File: src/rtl/fifo_share_arbiter.sv
// Purpose : shares one DEPTH-deep FIFO between two producers and two consumers,
//           granting at most one write or one read per cycle.
// Latency : grants are combinational; read data and rvalid arrive one cycle after rgnt.
// Backpressure: an ungranted requester simply holds its request and data. Writes are
//           blocked while full and reads while empty. Contention between writes and
//           reads alternates, and round-robin is used within each class.
// Ports   : clk/rst_n (async active-low, shared with the FIFO);
//           wreq*/wdata*/wgnt* producer side; rreq*/rgnt*/rvalid*/rdata consumer side;
//           fifo_wen/fifo_ren/fifo_din/fifo_dout/fifo_error attach to the FIFO;
//           count/full/empty expose occupancy; err_seen is a sticky FIFO error flag.
// Option  : define FIFO_ARB_ERR_STICKY_EN to build the sticky err_seen register;
//           otherwise err_seen is tied low and fifo_error is ignored.
module fifo_share_arbiter #(
  parameter int DEPTH = 8,
  parameter int WIDTH = 8
) (
  input  logic                         clk,
  input  logic                         rst_n,
  input  logic                         wreq0,
  input  logic                         wreq1,
  input  logic [WIDTH-1:0]             wdata0,
  input  logic [WIDTH-1:0]             wdata1,
  output logic                         wgnt0,
  output logic                         wgnt1,
  input  logic                         rreq0,
  input  logic                         rreq1,
  output logic                         rgnt0,
  output logic                         rgnt1,
  output logic                         rvalid0,
  output logic                         rvalid1,
  output logic [WIDTH-1:0]             rdata,
  output logic                         fifo_wen,
  output logic                         fifo_ren,
  output logic [WIDTH-1:0]             fifo_din,
  input  logic [WIDTH-1:0]             fifo_dout,
  input  logic                         fifo_error,
  output logic [$clog2(DEPTH+1)-1:0]   count,
  output logic                         full,
  output logic                         empty,
  output logic                         err_seen
);

  localparam int CW = $clog2(DEPTH+1);

  logic [CW-1:0] r_count;
  logic          r_wptr;     // preferred write port
  logic          r_rptr;     // preferred read port
  logic          r_last_wr;  // 1: last granted op was a write, 0: a read
  logic          r_rvalid0;
  logic          r_rvalid1;

  logic w_full;
  logic w_empty;
  logic w_wr_elig;
  logic w_rd_elig;
  logic w_do_wr;
  logic w_do_rd;
  logic w_wsel;
  logic w_rsel;

  assign w_full  = (r_count == CW'(DEPTH));
  assign w_empty = (r_count == '0);

  // Grants are forced low while reset is held, even if requests are present.
  assign w_wr_elig = rst_n & (wreq0 | wreq1) & ~w_full;
  assign w_rd_elig = rst_n & (rreq0 | rreq1) & ~w_empty;

  // When both classes are eligible, take the class opposite to the last one.
  assign w_do_wr = w_wr_elig & (~w_rd_elig | ~r_last_wr);
  assign w_do_rd = w_rd_elig & ~w_do_wr;

  // Port choice: the preferred port if it requests, else the other one.
  assign w_wsel = r_wptr ? wreq1 : ~wreq0;
  assign w_rsel = r_rptr ? rreq1 : ~rreq0;

  assign wgnt0 = w_do_wr & ~w_wsel;
  assign wgnt1 = w_do_wr &  w_wsel;
  assign rgnt0 = w_do_rd & ~w_rsel;
  assign rgnt1 = w_do_rd &  w_rsel;

  assign fifo_wen = w_do_wr;
  assign fifo_ren = w_do_rd;
  assign fifo_din = wgnt0 ? wdata0 : (wgnt1 ? wdata1 : '0);

  assign rdata   = fifo_dout;
  assign rvalid0 = r_rvalid0;
  assign rvalid1 = r_rvalid1;
  assign count   = r_count;
  assign full    = w_full;
  assign empty   = w_empty;

  always_ff @(posedge clk or negedge rst_n) begin
    if (!rst_n) begin
      r_count   <= '0;
      r_wptr    <= 1'b0;
      r_rptr    <= 1'b0;
      r_last_wr <= 1'b0;
      r_rvalid0 <= 1'b0;
      r_rvalid1 <= 1'b0;
    end else begin
      r_rvalid0 <= rgnt0;
      r_rvalid1 <= rgnt1;
      if (w_do_wr) begin
        r_count   <= r_count + CW'(1);
        r_wptr    <= ~w_wsel;   // next preference goes to the port not served
        r_last_wr <= 1'b1;
      end else if (w_do_rd) begin
        r_count   <= r_count - CW'(1);
        r_rptr    <= ~w_rsel;
        r_last_wr <= 1'b0;
      end
    end
  end

`ifdef FIFO_ARB_ERR_STICKY_EN
  // r_err_armed masks fifo_error on the first posedge after reset release,
  // when the freshly reset FIFO may still report a stale error.
  logic r_err_armed;
  logic r_err_seen;

  always_ff @(posedge clk or negedge rst_n) begin
    if (!rst_n) begin
      r_err_armed <= 1'b0;
      r_err_seen  <= 1'b0;
    end else begin
      r_err_armed <= 1'b1;
      if (fifo_error && r_err_armed) begin
        r_err_seen <= 1'b1;
      end
    end
  end

  assign err_seen = r_err_seen;
`else
  logic w_unused_err;
  assign w_unused_err = fifo_error;
  assign err_seen     = 1'b0;
`endif

endmodule

File: config.mk
export PLATFORM = sky130hd
export DESIGN_NAME = fifo_share_arbiter
export DESIGN_NICKNAME = d
export VERILOG_FILES = /design/src/rtl/fifo_share_arbiter.sv
export SDC_FILE = /design/constraint.sdc
export NUM_CORES = 1
export LEC_CHECK = 0
export ABC_AREA = 1
export CAP_MARGIN = 20
export CORE_MARGIN = 1.5
export CORE_UTILIZATION = 33
export CTS_BUF_LIST = sky130_fd_sc_hd__clkbuf_4 sky130_fd_sc_hd__clkbuf_8
export CTS_CLUSTER_SIZE = 14
export DETAILED_ROUTE_END_ITERATION = 6
export GPL_ROUTABILITY_DRIVEN = 1
export GPL_TIMING_DRIVEN = 0
export HOLD_SLACK_MARGIN = 0.15
export PLACE_DENSITY_LB_ADDON = 0.3
export SLEW_MARGIN = 10
export SYNTH_ARGS = -nofsm -noshare
export SYNTH_HDL_FRONTEND = slang
export SYNTH_SLANG_ARGS = --single-unit
File: constraint.sdc
create_clock -name clk -period 2.1 [get_ports clk]
set_input_delay 0.42 -clock clk [delete_from_list [all_inputs] [get_ports clk]]
set_output_delay 0.42 -clock clk [all_outputs]
set_load 0.1 [all_outputs]
==> out/metrics.csv, run 1 <==
stage;metric;value;unit
clock_tree;cts.path.max_buffers;2;
layout;area_growth_syn_to_layout;157;%
floorplanning;num_io_pins;62;
timing;finalHoldViolCount;0;
timing;slew_headroom;34.1;%
grt;overflow;0;
drt;dr_total_vias;954;
timing;fin_crit_sh;109;%
floorplanning;start_util;34.4;%
timing;grt_setup_unrepaired;yes;
power;ir_drop;1420;µV
timing;holdWs;523;ps
drt;route.detailed.drc;0;
clock_tree;clk_latency;270;ps
placement;dpl.hpwl;1.65;mm
hold_path;hp-class;reg2reg;
placement;dpl.cell_count;181;
timing;clock_skew;1.06;ps
power;leakagePower;0.868;nW
floorplanning;core-area;0.00217;mm²
critical_path;worstPathMaxFanout;4;
drt;ant_nets;0;
timing;max_freq;0.437;GHz
synth;synth_nets;136;
placement;portBuffers;51;
synth;synth_seq_area_share;30.2;%
clock_tree;cts_tree;done;
floorplanning;rows;17;
outcome;violations;negative setup slack;
layout;post-route-util;88.2;%
floorplanning;die_h;50.5;µm
drt;via_per_inst;4.77;
flow_run;max-cap-violations;0;
critical_path;crit_type;reg2out;
critical_path;cp_data_arrival_time;1870;ps
placement;gp_congestion;0.681;
clock_tree;cts-root-buf;clkbuf_4;
layout;drive_above_1_share;54.7;%
synth;yosysWarnings;0;
synth;syn_area_per_cell;7.31;µm²
drt;drt_iter0_markers;9;
synth;syn_area;746;µm²
synth;netlist_instances;102;
drt;wirelength;3.14;mm
critical_path;crit_path_start_kind;flop;
grt;grt_pass1_vias;959;
timing;tightest_slew;986;ps
critical_path;crit_path_end_kind;output port;
clock_tree;htreeDepth;1;
critical_path;crit_required;1680;ps
grt;antenna_found_initial;0;
timing;setup_ws;-190;ps
synth;ys_seq_elements;9;
synth;synthDistinctLibCells;23;
layout;fin_nets;207;
drt;detail_route.wl_per_cell;15.7;µm
timing;finalSetupViolations;13;
timing;min_period;2290;ps
floorplanning;die_area;0.00255;mm²
layout;antenna-diode-count;0;
layout;num-fill-cells;98;
floorplanning;die_w;50.5;µm
clock_tree;numCtsBuffers;3;
layout;fin_cells;200;
grt;grt_pass1_wl;4.35;mm
timing;slew_viol_final;0;
clock_tree;clkSinkCount;9;
drt;drt_first_pass_iters;4;
power;power.density;1440;mW/mm²
clock_tree;clkTransAtPathRegs;60;ps
grt;grtUsageTotal;23.5;%
outcome;outcome;finished with violations;
grt;grt_max_degree;10;
-- layout by cell type, fill, tap and decap left out, types with 2 or more instances in the layout --
cell type / count
dlygate4sd2_1: 9
a21oi_1: 2
clkbuf_4: 5
nor2_4: 6
dfrtp_4: 4
inv_2: 2
buf_12: 13
nand2_1: 13
dfrtp_1: 5
clkdlybuf4s50_1: 24
ha_1: 2
buf_6: 2
a21o_1: 2
clkdlybuf4s15_2: 2
nand2_2: 10
nand2_8: 16
inv_1: 6
inv_4: 3
nand3_1: 2
o21ai_0: 4
buf_4: 20
nand2_4: 4
nor2_1: 4
-- sequential cells by signal, summed over array words and instances (netlist names) --
signal / count
count: 4
r_last_wr: 1
r_rptr: 1
r_wptr: 1
rvalid0: 1
rvalid1: 1
-- per-stage QoR --
stage	instance area (µm²)	setup WS, ps	total power [mW]	setup TNS [ps]
finish	1910	-190	2.76	-1990
global route	1910	-252	2.86	-2940
CTS	1840	-151	2.64	-1090
detailed placement	1480	-1740	2.19	-24250
global placement	1480	-1710	2.17	-23660
floorplan	933	-433	1.83	-3500
-- critical path, stage by stage (launching register included) --
cell	delay (ps)
dfrtp_4	510
inv_4	80
nor2_4	40
nand2_2	90
nand2_4	70
inv_4	80
nand2_8	70
nor2_4	170
clkbuf_16	190
nand2_4	70
nand2_8	60
buf_12	160
-- layout make-up --
| cell class | instances | area, µm² | area share (%) |
|---|---|---|---|
| sequential | 9 | 240 | 12.6 |
| buffer | 9 | 67.6 | 3.53 |
| timing repair buffer | 66 | 759 | 39.7 |
| inverter | 12 | 60.1 | 3.14 |
| multi-input combinational | 72 | 721 | 37.7 |
| clock buffer | 4 | 30.0 | 1.57 |
| tap | 28 | 35.0 | 1.83 |
-- routing by layer --
metal	track usage [%]	vias up	share of wire, %
li1	-	441	-
met4	10.8	0	2.9
met3	7.44	9	5.6
met2	44.7	42	59
met1	22.5	462	33
met5	0	-	0
-- power breakdown --
part           internal [mW]  switching [mW]  total, mW
Clock                 0.0864          0.0652      0.152
Sequential             0.279           0.109      0.388
Combinational          0.698            1.52       2.22
-- cell families after synthesis --
logic type	count (synthesis)	share of synthesized area (%)
adder cells (fa/ha/maj)	3	6.04
AO/OA/AOI/OAI	9	8.22
buffers and inverters	21	16.4
flip-flops	9	30.2
other	1	0.503
XOR/XNOR	2	2.35
AND/OR/NAND/NOR	57	36.2
-- worst paths after layout --
kind / start / endpoint / slack (ps) / depth (start not counted)
setup / recovery: count[3] / fifo_din[5] / -190 / 11
hold / removal: r_wptr / r_wptr / 520 / 2
setup reg to reg: count[3] / count[3] / -100 / 15
hold reg to reg: r_wptr / r_wptr / 520 / 2
max in group asynchronous: rst_n / count[2] / 1150 / 2
min in group asynchronous: rst_n / count[3] / 630 / 2
-- Yosys cell counts, drive strengths merged --
cell type	n	share of area, %
fa	1	2.7
ha	2	3.4
nor2	11	7.6
xor2	1	1.2
conb	1	0.50
nand2	43	26
o21ai	5	4.9
buf	9	9.1
dfrtp	9	30
a21oi	2	1.3
inv	12	7.4
nand3	3	2.7
xnor2	1	1.2
a21o	2	2.0
-- repair_timing --
item	CTS	global route
pin swaps	15	5
hold endpoints to repair	9	0
resized for setup	167	11
buffers inserted	8	6
gates cloned	1	0
hold buffers	1	0
setup endpoints to repair	25	16
(Power assumes the default switching activity.)
==> run 2: changes to the inputs <==
GPL_TIMING_DRIVEN = default   (was 0)
==> run 2 against run 1 <==
  * The flow still finishes with violations (negative setup slack)
  * Hold slack lost 310 ps
  * Clock skew grew 15 ps
  * Die area stayed put
  * Critical path type unchanged
  * Register-to-register slack improved by 110 ps
  * Setup slack better by 2.5 ps
  * Cell area fell by 3.3%
  * Sequential share of layout area rose by 0.42 points
==> out/metrics.csv, run 2 (synthesis results as in run 1) <==
stage;metric;value;unit;change
clock_tree;clkSinkCount;9;;unchanged
grt;grt_max_degree;10;;unchanged
timing;clock_skew;16.4;ps;was 1.06 ps
clock_tree;cts.path.max_buffers;2;;unchanged
placement;portBuffers;43;;was 51
floorplanning;start_util;34.4;%;unchanged
layout;multiInputGateArea;704;µm²;was 721 µm²
drt;drt_iter0_markers;11;;was 9
layout;num-fill-cells;109;;was 98
critical_path;crit_type;reg2out;;unchanged
layout;layout_commonest_cell;buf_4;;was clkdlybuf4s50_1
placement;place_area;0.00158;mm²;was 0.00148 mm²
drt;detail_route.wl_per_cell;16.9;µm;was 15.7 µm
timing;setup_tns;-2130;ps;was -1990 ps
outcome;violations;negative setup slack;;unchanged
floorplanning;die_area;0.00255;mm²;unchanged
grt;antenna_found_initial;0;;unchanged
critical_path;crit_required;1680;ps;about the same
critical_path;worstPathMaxFanout;5;;was 4
grt;overflow;0;;unchanged
outcome;outcome;finished with violations;;unchanged
timing;max_freq;0.437;GHz;about the same
layout;fin_nets;199;;was 207
placement;gp_congestion;0.779;;was 0.681
power;power.density;1530;mW/mm²;was 1440 mW/mm²
critical_path;startpoint;count[3];;unchanged
timing;finalSetupViolations;13;;unchanged
layout;final-seq-area;240;µm²;unchanged
critical_path;crit_path_start_kind;flop;;unchanged
floorplanning;die_h;50.5;µm;unchanged
clock_tree;clk_latency;280;ps;was 270 ps
grt;grt_pass1_vias;1065;;was 959
timing;finalHoldViolCount;0;;unchanged
critical_path;regToRegStartpoint;count[3];;unchanged
timing;setup_ws;-188;ps;was -190 ps
critical_path;cp_common_cell;nand2_8;;
power;ir_drop;1720;µV;was 1420 µV
floorplanning;num_io_pins;62;;unchanged
floorplanning;core-area;0.00217;mm²;unchanged
timing;fin_crit_sh;109;%;about the same
clock_tree;cts_tree;done;;unchanged
clock_tree;cts-root-buf;clkbuf_4;;unchanged
layout;largest_reg_flops;4;;unchanged
grt;grt_pass1_wl;5.14;mm;was 4.35 mm
critical_path;reg2regPathDepth;14;;was 15
drt;route.detailed.drc;0;;unchanged
layout;final_cell_mix;25 x buf_4, 17 x buf_12, 16 x clkdlybuf4s50_1;;was 24 x clkdlybuf4s50_1, 20 x buf_4, 16 x nand2_8
timing;grt_setup_unrepaired;yes;;unchanged
hold_path;hp-class;in2async;;was reg2reg
flow_run;max-cap-violations;0;;unchanged
timing;min_period;2290;ps;about the same
floorplanning;rows;17;;unchanged
drt;drt_first_pass_iters;4;;unchanged
layout;drive_above_1_share;61.0;%;was 54.7%
critical_path;crit_path_end;fifo_din[3];;was fifo_din[5]
critical_path;crit_path_end_kind;output port;;unchanged
placement;dpl.hpwl;1.81;mm;was 1.65 mm
critical_path;path_cells;inv_2, nor2_2, nand2_2, nand2_4, inv_4, nand2_8, nor2_4, buf_12, nand2_8, nand2_8, buf_12;;was inv_4, nor2_4, nand2_2, nand2_4, inv_4, nand2_8, nor2_4, clkbuf_16, nand2_4, nand2_8, buf_12
clock_tree;numCtsBuffers;3;;unchanged
timing;slew_viol_final;0;;unchanged
layout;antenna-diode-count;0;;unchanged
clock_tree;clkTransAtPathRegs;80;ps;was 60 ps
drt;via_per_inst;4.94;;was 4.77
drt;ant_nets;0;;unchanged
floorplanning;die_w;50.5;µm;unchanged
power;leakagePower;0.852;nW;was 0.868 nW
layout;final_area;0.00185;mm²;was 0.00191 mm²
critical_path;cp_data_arrival_time;1870;ps;about the same
critical_path;cp_slowest_stage_delay;510;ps;about the same
critical_path;r2r_slack;10;ps;was -100 ps
layout;area_growth_syn_to_layout;148;%;was 157%
power;finalPower;2.84;mW;was 2.76 mW
grt;grtUsageTotal;27.9;%;was 23.5%
critical_path;cp_slowest_cell;dfrtp_4;;unchanged
drt;wirelength;3.24;mm;was 3.14 mm
clock_tree;htreeDepth;1;;unchanged
critical_path;reg2reg_to;count[3];;unchanged
drt;dr_total_vias;948;;was 954
run 2: cell count changes in the layout (fill, tap and decap cells not counted), moves of 2 or more:
cell / previous run / this run
nor2_2: 1 / 4
clkdlybuf4s50_1: 24 / 16
nor2_4: 6 / 4
buf_12: 13 / 17
buf_4: 20 / 25
clkdlybuf4s15_2: 2 / 0
clkbuf_4: 5 / 3
dlygate4sd2_1: 9 / 5
run 2: worst max-delay path, delay by kind of cell, from the launching register on:
kind / cells / cell delay, ps
buf+inv: 4 / 510
simple gates: 7 / 560
flops: 1 / 510
run 2: repair_timing:
action	in CTS	in global routing
resized for setup	32	4
hold buffers	0	0
endpoints found under the setup margin	14	15
setup buffers	10	1
pin swaps	14	2
cloned	1	1
run 2: power by group:
group	internal, mW	switching [mW]
Sequential	0.278	0.0963
Clock	0.0706	0.0755
Combinational	0.813	1.50
run 2: how the worst min path moves through the flow:
stage                     startpoint  depth (start not counted)  slack, ps   endpoint
after floorplan                rst_n                          0        120  r_last_wr
after global placement        r_wptr                          2        480     r_wptr
after detailed placement      r_wptr                          2        490     r_wptr
after CTS                      rst_n                          2        220   count[3]
after global routing           rst_n                          2        250    rvalid1
final                          rst_n                          2        220    rvalid1
run 2: area by class of cell:
cell class / count / area share, %
flip-flops and latches: 9 / 13.0
repair buffers: 66 / 42.1
clock buffers: 3 / 1.22
well taps: 28 / 1.89
inverters: 12 / 3.11
repair inverters: 1 / 0.338
multi-input cells: 72 / 38.1
clock inverters: 1 / 0.270
run 2: metrics by stage:
step / hold WS, ps / setup slack [ps] / cells / util (%)
2_1_floorplan: 124 / -433 / 102 / -
3_3_place_gp: 482 / -248 / 176 / 72.8
3_5_place_dp: 487 / -312 / 176 / 72.8
4_1_cts: 217 / -171 / 191 / 84.4
5_1_grt: 250 / -239 / 192 / 85.3
6_report: 216 / -188 / 192 / 85.3
run 2: routing by layer:
layer | vias up | wire length [µm] | global-route usage, %
met5 | - | 0 | 0
met4 | 0 | 129 | 13.5
met3 | 14 | 175 | 7.44
met2 | 56 | 1780 | 53.3
met1 | 454 | 1150 | 27.2
li1 | 424 | - | -
==> run 3: changes to the inputs <==
CELL_PAD_IN_SITES_DETAIL_PLACEMENT = 2   (was default)
CELL_PAD_IN_SITES_GLOBAL_PLACEMENT = 2   (was default)
CORE_UTILIZATION = 15   (was 33)
==> run 3 against run 2 <==
  * The run still ends with negative setup slack left
  * Cell area up 2.2%
  * Via count fell by 5.2%
  * Utilization is 46 points lower
  * Global-route usage is 15 points lower
  * Clock power up 53%
  * Combinational power shrank 2%
  * Total power is 1.6% higher
  * Clock skew shrank 12 ps
  * Highest routed layer unchanged
==> out/metrics.csv, run 3 (synthesis results as in run 1) <==
stage;metric;value;unit;change
power;finalPower;2.88;mW;was 2.84 mW
critical_path;cp_data_arrival_time;1760;ps;was 1870 ps
critical_path;cp_slowest_stage_delay;500;ps;was 510 ps
layout;largest_reg_flops;4;;unchanged
grt;overflow;0;;unchanged
grt;antenna_found_initial;0;;unchanged
clock_tree;clkTransAtPathRegs;50;ps;was 80 ps
layout;fin_nets;198;;was 199
clock_tree;numCtsBuffers;3;;unchanged
floorplanning;die_w;73.5;µm;was 50.5 µm
timing;finalHoldViolCount;0;;unchanged
critical_path;crit_type;reg2out;;unchanged
timing;max_freq;0.458;GHz;was 0.437 GHz
outcome;outcome;finished with violations;;unchanged
placement;portBuffers;43;;unchanged
grt;grtUsageTotal;13.3;%;was 27.9%
drt;drt_first_pass_iters;4;;unchanged
drt;drt_iter0_markers;7;;was 11
drt;detail_route.wl_per_cell;15.4;µm;was 16.9 µm
placement;gp_congestion;0.673;;was 0.779
drt;via_per_inst;3.91;;was 4.94
layout;antenna-diode-count;0;;unchanged
timing;min_period;2180;ps;was 2290 ps
power;leakagePower;0.887;nW;was 0.852 nW
layout;layout_commonest_cell;buf_4;;unchanged
timing;slew_viol_final;0;;unchanged
grt;grt_max_degree;10;;unchanged
timing;setup_ws;-81.9;ps;was -188 ps
hold_path;hp-class;in2async;;unchanged
critical_path;path_cells;inv_4, nor2_2, nand2_2, nand2_4, inv_4, nand2_8, nor2_4, clkbuf_16, nand2_4, nand2_8, buf_12;;was inv_2, nor2_2, nand2_2, nand2_4, inv_4, nand2_8, nor2_4, buf_12, nand2_8, nand2_8, buf_12
critical_path;critPathTopFamily;simple AND/OR/NAND/NOR gates;;unchanged
timing;holdWs;274;ps;was 216 ps
grt;grt_pass1_vias;1080;;was 1065
drt;dr_total_vias;899;;was 948
outcome;violations;negative setup slack;;unchanged
timing;setup_tns;-662;ps;was -2130 ps
clock_tree;ctsHoldBuffers;0;;unchanged
drt;ant_nets;0;;unchanged
timing;finalSetupViolations;10;;was 13
floorplanning;die_area;0.00540;mm²;was 0.00255 mm²
clock_tree;htreeDepth;1;;unchanged
critical_path;crit_path_end_kind;output port;;unchanged
timing;clock_skew;4.40;ps;was 16.4 ps
layout;final_cell_mix;24 x buf_4, 17 x buf_12, 16 x clkdlybuf4s50_1;;was 25 x buf_4, 17 x buf_12, 16 x clkdlybuf4s50_1
critical_path;worstPathMaxFanout;4;;was 5
floorplanning;num_io_pins;62;;unchanged
power;power.density;1520;mW/mm²;was 1530 mW/mm²
critical_path;crit_required;1680;ps;about the same
layout;area_growth_syn_to_layout;154;%;was 148%
power;ir_drop;734;µV;was 1720 µV
grt;grt_pass1_wl;5.31;mm;was 5.14 mm
floorplanning;die_h;73.5;µm;was 50.5 µm
clock_tree;clkSinkCount;9;;unchanged
layout;drive_above_1_share;62.0;%;was 61.0%
clock_tree;cts-root-buf;clkbuf_8;;was clkbuf_4
critical_path;reg2regPathDepth;12;;was 14
critical_path;crit_path_start_kind;flop;;unchanged
drt;route.detailed.drc;0;;unchanged
floorplanning;start_util;15.7;%;was 34.4%
clock_tree;cts_tree;done;;unchanged
floorplanning;rows;25;;was 17
critical_path;crit_buf_inv;4;;unchanged
placement;dpl.hpwl;2.48;mm;was 1.81 mm
drt;wirelength;3.54;mm;was 3.24 mm
timing;fin_crit_sh;104;%;was 109%
timing;grt_setup_unrepaired;yes;;unchanged
critical_path;crit_cells;11;;unchanged
critical_path;cp_slowest_cell;dfrtp_4;;unchanged
floorplanning;core-area;0.00475;mm²;was 0.00217 mm²
layout;num-fill-cells;507;;was 109
clock_tree;clk_latency;240;ps;was 280 ps
flow_run;max-cap-violations;0;;unchanged
clock_tree;cts.path.max_buffers;2;;unchanged
-- run 3: changes by cell type in the layout (fill, tap and decap cells not counted), moves of 2 or more --
cell,previous run,this run
clkbuf_8,0,3
nand2_4,4,10
clkbuf_4,3,1
nand2_8,15,10
nor2_1,3,1
nor2_4,4,6
-- run 3: metal layers --
| layer | vias up | part of all wire (%) | GRT usage [%] |
|---|---|---|---|
| met5 | - | 0 | 0 |
| met4 | 0 | 0.96 | 4.12 |
| met3 | 5 | 5.3 | 1.78 |
| met2 | 34 | 58 | 27.3 |
| met1 | 437 | 36 | 13.4 |
| li1 | 423 | - | - |
-- run 3: layout make-up --
class	count	area, µm²	share of cell area, %
repair inverters	1	8.76	0.463
multi-input cells	72	673	35.6
well taps	67	83.8	4.43
clock buffers	4	48.8	2.58
inverters	12	65.1	3.44
flip-flops and latches	9	240	12.7
repair buffers	65	772	40.8
-- run 3: report_power, final --
| part | internal (mW) | switching (mW) | total [mW] |
|---|---|---|---|
| sequential | 0.279 | 0.101 | 0.380 |
| combinational | 0.792 | 1.49 | 2.28 |
| clock | 0.146 | 0.0780 | 0.224 |
| total | 1.22 | 1.66 | 2.88 |
-- run 3: path summary, 6_finish.rpt --
path	start	end	slack, ps
worst max-delay path	count[3]	fifo_din[1]	-80
worst min-delay path	rst_n	r_rptr	270
worst max register to register	count[3]	count[2]	10
worst min register to register	r_wptr	r_wptr	570
max in group asynchronous	rst_n	count[3]	1650
min in group clk	r_wptr	r_wptr	570
-- run 3: metrics by stage --
| step | cell area [µm²] | instances | setup slack (ps) | utilization, % |
|---|---|---|---|---|
| global placement | 1620 | 214 | -256 | 34.1 |
| floorplan | 933 | 102 | -433 | - |
| global route | 1890 | 230 | -163 | 39.8 |
| CTS | 1850 | 227 | -126 | 39.0 |
| finish | 1890 | 230 | -81.9 | 39.8 |
| detailed placement | 1620 | 214 | -321 | 34.1 |
-- run 3: what timing repair did --
action / in CTS / in global routing
gates resized for setup: 33 / 5
cloned: 1 / 1
pin swaps: 7 / 2
setup buffers: 8 / 2
endpoints found under the setup margin: 16 / 15
-- run 3: worst reg2reg max path, stage by stage (launching register included) --
cell and delay (ps):
dfrtp_4 500, inv_4 70, nor2_2 30, nand2_2 100, nand2_4 70, inv_4 80
nand2_8 60, buf_4 140, buf_4 150, ha_1 330, buf_4 150, xnor2_1 180
a21oi_1 100
